### src/rtl/pulse_window_counter_pkg.sv
// Shared helpers for the pulse window counter and its debouncer.
package pulse_window_counter_pkg;

    // Width of a counter that must hold values 0 .. n-1; never narrower than 1 bit.
    function automatic int cnt_width(input int n);
        int w;
        w = $clog2(n);
        return (w < 1) ? 1 : w;
    endfunction

endpackage

### src/rtl/pulse_debouncer.sv
// Synchronizes an asynchronous level, debounces it and emits a one-cycle
// event on each accepted 0->1 transition. Reusable for any meter input.
module pulse_debouncer
    import pulse_window_counter_pkg::*;
#(
    parameter int SyncStages     = 2,
    parameter int DebounceCycles = 4
) (
    input  logic Clk,
    input  logic Reset,
    input  logic PulseIn,
    output logic PulseEvent
);

    localparam int CntW = cnt_width(DebounceCycles);
    localparam logic [CntW-1:0] CntLast = CntW'(DebounceCycles - 1);

    logic [SyncStages-1:0] sync_q;
    logic                  synced;
    logic [CntW-1:0]       stable_cnt;
    logic                  level;

    assign synced = sync_q[SyncStages-1];

    // Synchronizer chain: shift the raw pin in one stage per clock.
    // NOTE: every flop here, sync chain included, is asynchronously reset so no X reaches the event logic.
    always_ff @(posedge Clk or negedge Reset) begin
        if (!Reset) begin
            sync_q <= '0;
        end else begin
            // NOTE: non-blocking assignments make each stage take its neighbour's pre-edge value.
            sync_q <= {sync_q[SyncStages-2:0], PulseIn};
        end
    end

    // Stability counter and debounced level; a matching sample restarts the count.
    always_ff @(posedge Clk or negedge Reset) begin
        if (!Reset) begin
            stable_cnt <= '0;
            level      <= 1'b0;
            PulseEvent <= 1'b0;
        end else begin
            PulseEvent <= 1'b0;
            if (synced == level) begin
                stable_cnt <= '0;
            end else if (stable_cnt == CntLast) begin
                level      <= synced;
                stable_cnt <= '0;
                PulseEvent <= synced;
            end else begin
                stable_cnt <= stable_cnt + 1'b1;
            end
        end
    end

endmodule

### src/rtl/pulse_window_counter.sv
// Counts debounced meter pulses per window, latches the count on each
// WindowTick rising edge and offers it on a valid/ack interface.
module pulse_window_counter #(
    parameter int CountWidth     = 16,
    parameter int SyncStages     = 2,
    parameter int DebounceCycles = 4
) (
    input  logic                  Clk,
    input  logic                  Reset,
    input  logic                  WindowTick,
    input  logic                  PulseIn,
    output logic [CountWidth-1:0] Count,
    output logic                  CountValid,
    input  logic                  CountAck,
    output logic                  Overflow,
    output logic                  MissedWindow
);

    localparam logic [CountWidth-1:0] AccMax = '1;

    logic                  pulse_event;
    logic                  tick_q;
    logic                  window_event;
    logic [CountWidth-1:0] acc;
    logic                  ovf_acc;
    logic                  acc_full;
    logic [CountWidth-1:0] closing_count;
    logic                  closing_ovf;

    pulse_debouncer #(
        .SyncStages     (SyncStages),
        .DebounceCycles (DebounceCycles)
    ) u_debouncer (
        .Clk        (Clk),
        .Reset      (Reset),
        .PulseIn    (PulseIn),
        .PulseEvent (pulse_event)
    );

    // A pulse arriving on the closing edge belongs to the closing window.
    assign window_event  = WindowTick & ~tick_q;
    assign acc_full      = (acc == AccMax);
    assign closing_count = acc_full ? acc : acc + CountWidth'(pulse_event);
    assign closing_ovf   = ovf_acc | (acc_full & pulse_event);

    // Registered WindowTick for rising-edge detection.
    always_ff @(posedge Clk or negedge Reset) begin
        if (!Reset) begin
            tick_q <= 1'b0;
        end else begin
            tick_q <= WindowTick;
        end
    end

    // Saturating accumulator; cleared when a window closes.
    always_ff @(posedge Clk or negedge Reset) begin
        if (!Reset) begin
            acc     <= '0;
            ovf_acc <= 1'b0;
        end else if (window_event) begin
            acc     <= '0;
            ovf_acc <= 1'b0;
        end else if (pulse_event) begin
            if (acc_full) begin
                ovf_acc <= 1'b1;
            end else begin
                acc <= acc + 1'b1;
            end
        end
    end

    // Result register, valid/ack handshake and sticky missed-window flag.
    always_ff @(posedge Clk or negedge Reset) begin
        if (!Reset) begin
            Count        <= '0;
            Overflow     <= 1'b0;
            CountValid   <= 1'b0;
            MissedWindow <= 1'b0;
        end else if (window_event) begin
            Count      <= closing_count;
            Overflow   <= closing_ovf;
            CountValid <= 1'b1;
            if (CountValid && !CountAck) begin
                MissedWindow <= 1'b1;
            end
        end else if (CountValid && CountAck) begin
            CountValid <= 1'b0;
        end
    end

endmodule

### config.mk
export PLATFORM = sky130hd
export DESIGN_NAME = pulse_window_counter
export DESIGN_NICKNAME = d
export VERILOG_FILES = /design/src/rtl/pulse_window_counter_pkg.sv /design/src/rtl/pulse_debouncer.sv /design/src/rtl/pulse_window_counter.sv
export SDC_FILE = /design/constraint.sdc
export NUM_CORES = 1
export LEC_CHECK = 0
export BUFFER_PORTS_ARGS = -buffer_cell sky130_fd_sc_hd__buf_2
export CAP_MARGIN = 20
export CORE_UTILIZATION = 50
export DETAILED_ROUTE_END_ITERATION = 16
export PLACE_DENSITY = 0.68
export SYNTH_ARGS = -nofsm -noshare
export SYNTH_HDL_FRONTEND = slang
export SYNTH_SLANG_ARGS = --single-unit
### constraint.sdc
create_clock -name Clk -period 2.3 [get_ports Clk]
set_clock_uncertainty 0.15 [all_clocks]
set_input_delay 0 -clock Clk [delete_from_list [all_inputs] [get_ports Clk]]
set_output_delay 0 -clock Clk [all_outputs]
set_load 0.02 [all_outputs]
== Yosys cells after proc, flatten, opt, wreduce, memory -nomap -nowiden ==
Index checks and enable logic that the tools add are counted.
Storage, ports and cells
  flip-flop bits (word level): 43
  input port bits: 5
  output and inout bits: 19
Cells by class
  add/subtract/negate cells: 3
  equal/unequal tests: 4
  muxes and demuxes: 13
  bitwise operators: 5
  reductions and logical operators: 10
Operators by type and width (count)
  two-way mux 16 bit: 4
  adder 16 x 1 -> 16 bit: 1
  adder 16 x 1 -> 16 bit (second input constant): 1
  equality test 16 bit (second input constant): 1
  AND reduction 2 bit: 4
  two-way mux 1 bit: 7
  nonzero test 2 bit: 3
  two-way mux 2 bit: 2
  adder 2 x 1 -> 2 bit (second input constant): 1
  bitwise AND 1 bit: 2
  equality test 2 bit (second input constant): 1
  logical AND 1 bit: 2
  != test 2 bit (second input constant): 1
  inverter 1 bit: 2
  equality test 1 bit: 1
  logical NOT 1 bit: 1
  bitwise OR 1 bit: 1

== Longest topological paths before layout ==
  depth after elaboration: 4
  depth in mapped cells: 6

== By module ==
From an unflattened synthesis, not the netlist that was laid out.
Unflattened totals
  cells, all modules: 233
  area total of the unflattened synthesis: 2302.2 sq um
By module, submodules not included
  pulse_window_counter: times used 1, cells each 221, area an instance 2093.3 sq um, seq. area each 925.9 sq um
  pulse_debouncer: times used 1, cells each 12, area an instance 209.0 sq um, seq. area each 150.1 sq um

== Least setup slack after synthesis ==
OpenSTA, ideal clock, no wires.
  path kind: reg2reg
  start point: register acc[0]
  end point: register Count[9]
  setup time: 82 ps
  arrival: 1766 ps
  required time: 2068 ps
  slack: 302 ps
  stages on the path, launching flop included: 6
  buffers on the path: 0
  period minus slack after synthesis: 1998 ps
  path through: dfrtp_1 ha_1 nand4_1 or2_2 or4_2 a31oi_1
Between the ends
  word-level cells in the longest chain between the ends: 2
  elaborated cells on any way between the ends: 3
  those cells by class: add/sub (1); eq/ne (1); mux (1)
RTL lines
  start: declaration: line pulse_window_counter.sv:24  | logic [CountWidth-1:0] acc;
  start signal: assignment: line pulse_window_counter.sv:67  | acc <= acc + 1'b1;
  adder 16 x 1 -> 16 bit or equality test 16 bit (tied branches): line pulse_window_counter.sv:43, pulse_window_counter.sv:42
  two-way mux 16 bit *: line pulse_window_counter.sv:43  | assign closing_count = acc_full ? acc : acc + CountWidth'(pulse_event);
  end signal: assignment: line pulse_window_counter.sv:80  | Count <= closing_count;
  end: declaration: line pulse_window_counter.sv:12  | output logic [CountWidth-1:0] Count,
Every way passes the cells marked *; elsewhere a longest branch is shown, timed or not.
A chain may end at the register's enable or synchronous reset.

== Worst setup path after layout ==
  start point: register acc[0]
  end point: register Count[8]
The elaborated chain is that of the path after synthesis.

==> run_results.csv <==
group,metric,value,unit
outcome,outcome,"completed",
route,viasPerCell,5.89,
synthesis,ys.flop_type,"dfrtp_1",
sta,timing.fmax,0.466,GHz
route,wl_per_cell,15.4,um
final_layout,final_area,2700,um2
synthesis,ys_ff_latch,43,
route,drc,0,
route,drtIter0Drc,129,
synthesis,synth_async_sr_flop_share,1.00,
global_route,grt_use_met1,0.319,
worst_setup_path,critical_path.cell_chain,"ha_2 > ha_1 > nand4_1 > buf_4 > or4_1 > a31oi_1",
sta,hold_viol_final,0,
sta,fin_crit_sh,0.932,
worst_setup_path,worstPathArrival,2.22,ns
placement,placed_cells,308,
sta,setup_viol,0,
clock_tree,cts.sinks,43,
final_layout,final.fill_count,377,
final_layout,final_common_cell,"dfrtp_1",
floorplan,io_pins,24,
clock_tree,clock-root-buffer,"clkbuf_8",
sta,tightest_slew,0.938,ns
worst_setup_path,slowest_stage,"dfrtp_2",
final_layout,n_antenna_cell,0,
worst_setup_path,rr_startpoint,"acc[0]",
final_layout,nets,280,
power_and_ir_drop,ir_drop,0.510,mV
global_route,first_global_vias,1845,
global_route,grt_max_degree,44,
clock_tree,cts_buffer_depth,2,
worst_setup_path,startpoint,"acc[0]",
job,drv_cap,0,
clock_tree,cts_tree,"built",
sta,drv_slew,0,
global_route,gr-usage-met3,0.0476,
synthesis,synth_fp_nets,241,
worst_setup_path,critPathLaunchType,"flip-flop",
clock_tree,clock_latency,0.30,ns
synthesis,yosys.area.top_type,"dfrtp_1",
worst_setup_path,cp_data_required_time,2.37,ns
worst_setup_path,end_kind,"flip-flop",
floorplan,core.rowCount,24,
global_route,grt_pass1_wl,8690,um
synthesis,netlist_area,2300,um2
route,num_vias,1908,
final_layout,most-common-layout-cells,"42 x dfrtp_1, 23 x buf_2, 21 x nand2_1, 21 x buf_4",
final_layout,final_util,0.617,
global_route,busiest_layer,"met2",
synthesis,yosysSeqAreaShare,0.467,
global_route,antenna_found_initial,0,
power_and_ir_drop,p_per_area,650,nW/um2
synthesis,synth_cell_types,47,
worst_setup_path,crit_end,"Count[8]",
clock_tree,htreeDepth,2,
placement,portBuffers,23,
route,dr.pass1.iters,4,
floorplan,design.die.area,4880,um2
placement,place_area,2490,um2
global_route,gr-usage-met2,0.340,
worst_setup_path,crit_fanout,6,
power_and_ir_drop,total_power,1.76,mW
worst_hold_path,hp-class,"in2reg",
synthesis,synthCells,232,
synthesis,synth_top_area_frac,0.467,
worst_setup_path,rr_worst_depth,6,
sta,slew_headroom,0.375,
global_route,gr-total-overflow,0,
floorplan,core_area,4380,um2
worst_setup_path,reg2reg_slack,0.16,ns
floorplan,die_w,69.9,um
synthesis,ys_warn_count,0,
final_layout,syn_to_final_growth,17.4,%
final_layout,finalNonFillerCells,324,
floorplan,floorplan.initialDensity,0.525,
sta,grt_setup_unrepaired,"no",
sta,tns,0,ns
placement,gp_congestion,0.931,
route,drt-total-wl,5000,um
route,ant_nets,0,
worst_setup_path,slowest_delay,0.43,ns
placement,place_hpwl,3500,um
sta,period_minus_slack,2.14,ns
worst_setup_path,worstSetupPathType,"reg2reg",
power_and_ir_drop,p_leak,1.15,nW
clock_tree,clk_pin_slew_worst_paths,0.08,ns
synthesis,netlist_top_cells_area,"dfrtp_1 47%, o21ai_0 3.7%, nand2_1 3.4%",
floorplan,die_h,69.9,um
worst_setup_path,rr_endpoint,"Count[8]",
clock_tree,cts_made_buffers,5,
synthesis,syn_avg_cell_area,9.93,um2
global_route,grt_util_all_layers,0.222,
synthesis,synth_edf_count,0,
final_layout,drive_above_1_share,0.250,
## layer usage
| metal | routed length (um) | part of all wire |
|---|---|---|
| met3 | 223 | 0.045 |
| met1 | 2410 | 0.48 |
| met2 | 2280 | 0.46 |
| met5 | 0 | 0 |
| met4 | 86 | 0.017 |
## report_power, final
part / total (mW) / switching (mW) / internal [mW]
Clock: 0.693 / 0.259 / 0.434
Sequential: 0.852 / 0.0370 / 0.815
Combinational: 0.212 / 0.123 / 0.0890
Total: 1.76 / 0.419 / 1.34
## critical path, delay by kind of cell (launching register included)
family	cells	cell delay, ns
AOI/OAI and AO/OA	1	0.17
DFF	1	0.43
adders and majority gates	2	0.48
buffers and inverters	1	0.21
and+or+nand+nor	2	0.63
## how the worst min path moves through the flow
stage	start	endpoint	slack, ns	depth (start not counted)
CTS	PulseIn	u_debouncer.sync_q[0]	0.19	2
finish	PulseIn	u_debouncer.sync_q[0]	0.19	2
global placement	PulseIn	u_debouncer.sync_q[0]	-0.04	1
detailed placement	PulseIn	u_debouncer.sync_q[0]	-0.04	1
global route	PulseIn	u_debouncer.sync_q[0]	0.20	2
floorplan	Reset	CountValid	-0.45	0
## cells by family (layout without fill, tap and decap cells)
| logic type | count (synthesis) | in the layout | share of synthesized area |
|---|---|---|---|
| buffers and inverters | 18 | 58 | 0.0538 |
| AND/OR/NAND/NOR | 101 | 101 | 0.255 |
| multiplexers | 6 | 6 | 0.0266 |
| flip-flops | 43 | 43 | 0.467 |
| AO/OA/AOI/OAI | 58 | 58 | 0.168 |
| adder cells (fa/ha/maj) | 4 | 4 | 0.0217 |
| XOR/XNOR | 2 | 2 | 0.00761 |
## flip-flops by register name, summed over array words and instances (netlist names)
name / count
Count: 16
CountValid: 1
MissedWindow: 1
Overflow: 1
acc: 16
ovf_acc: 1
tick_q: 1
u_debouncer.PulseEvent: 1
u_debouncer.level: 1
u_debouncer.stable_cnt: 2
u_debouncer.sync_q: 2
## synthesized netlist by cell type, types with 3 or more instances
| master | count |
|---|---|
| nor2_1 | 17 |
| dfrtp_1 | 43 |
| nand3_1 | 5 |
| or4_1 | 6 |
| a31oi_1 | 8 |
| nand2b_1 | 7 |
| nor4_1 | 3 |
| or3_1 | 6 |
| nand2_1 | 21 |
| nand4_1 | 8 |
| nor3_1 | 7 |
| o21ai_0 | 17 |
| mux2i_1 | 5 |
| a21oi_1 | 12 |
| o31ai_1 | 10 |
| a41oi_1 | 3 |
| clkbuf_8 | 3 |
| buf_2 | 3 |
| ha_1 | 4 |
| clkbuf_1 | 5 |
## cell type report
class                   count  area (um2)  area share
flip-flops and latches     43        1080       0.398
clock buffers               6        72.6      0.0268
repair buffers             48         313       0.116
inverters                   2        7.51     0.00278
multi-input cells         171        1110       0.410
clock inverters             2        60.1      0.0222
well taps                  52        65.1      0.0241
## stage by stage
stage / hold WS, ns / worst slack (ns)
floorplan: -0.446 / 0.302
global placement: -0.0390 / 0.110
detailed placement: -0.0355 / 0.0925
global route: 0.202 / 0.0305
CTS: 0.190 / 0.0740
finish: 0.191 / 0.156
## timing repair
action,in CTS,in global routing
resized for setup,0,3
hold buffers,4,0
endpoints found under the hold margin,47,0
buffers inserted,0,4
setup endpoints to repair,0,13
Power figures use the tool's default switching activity.
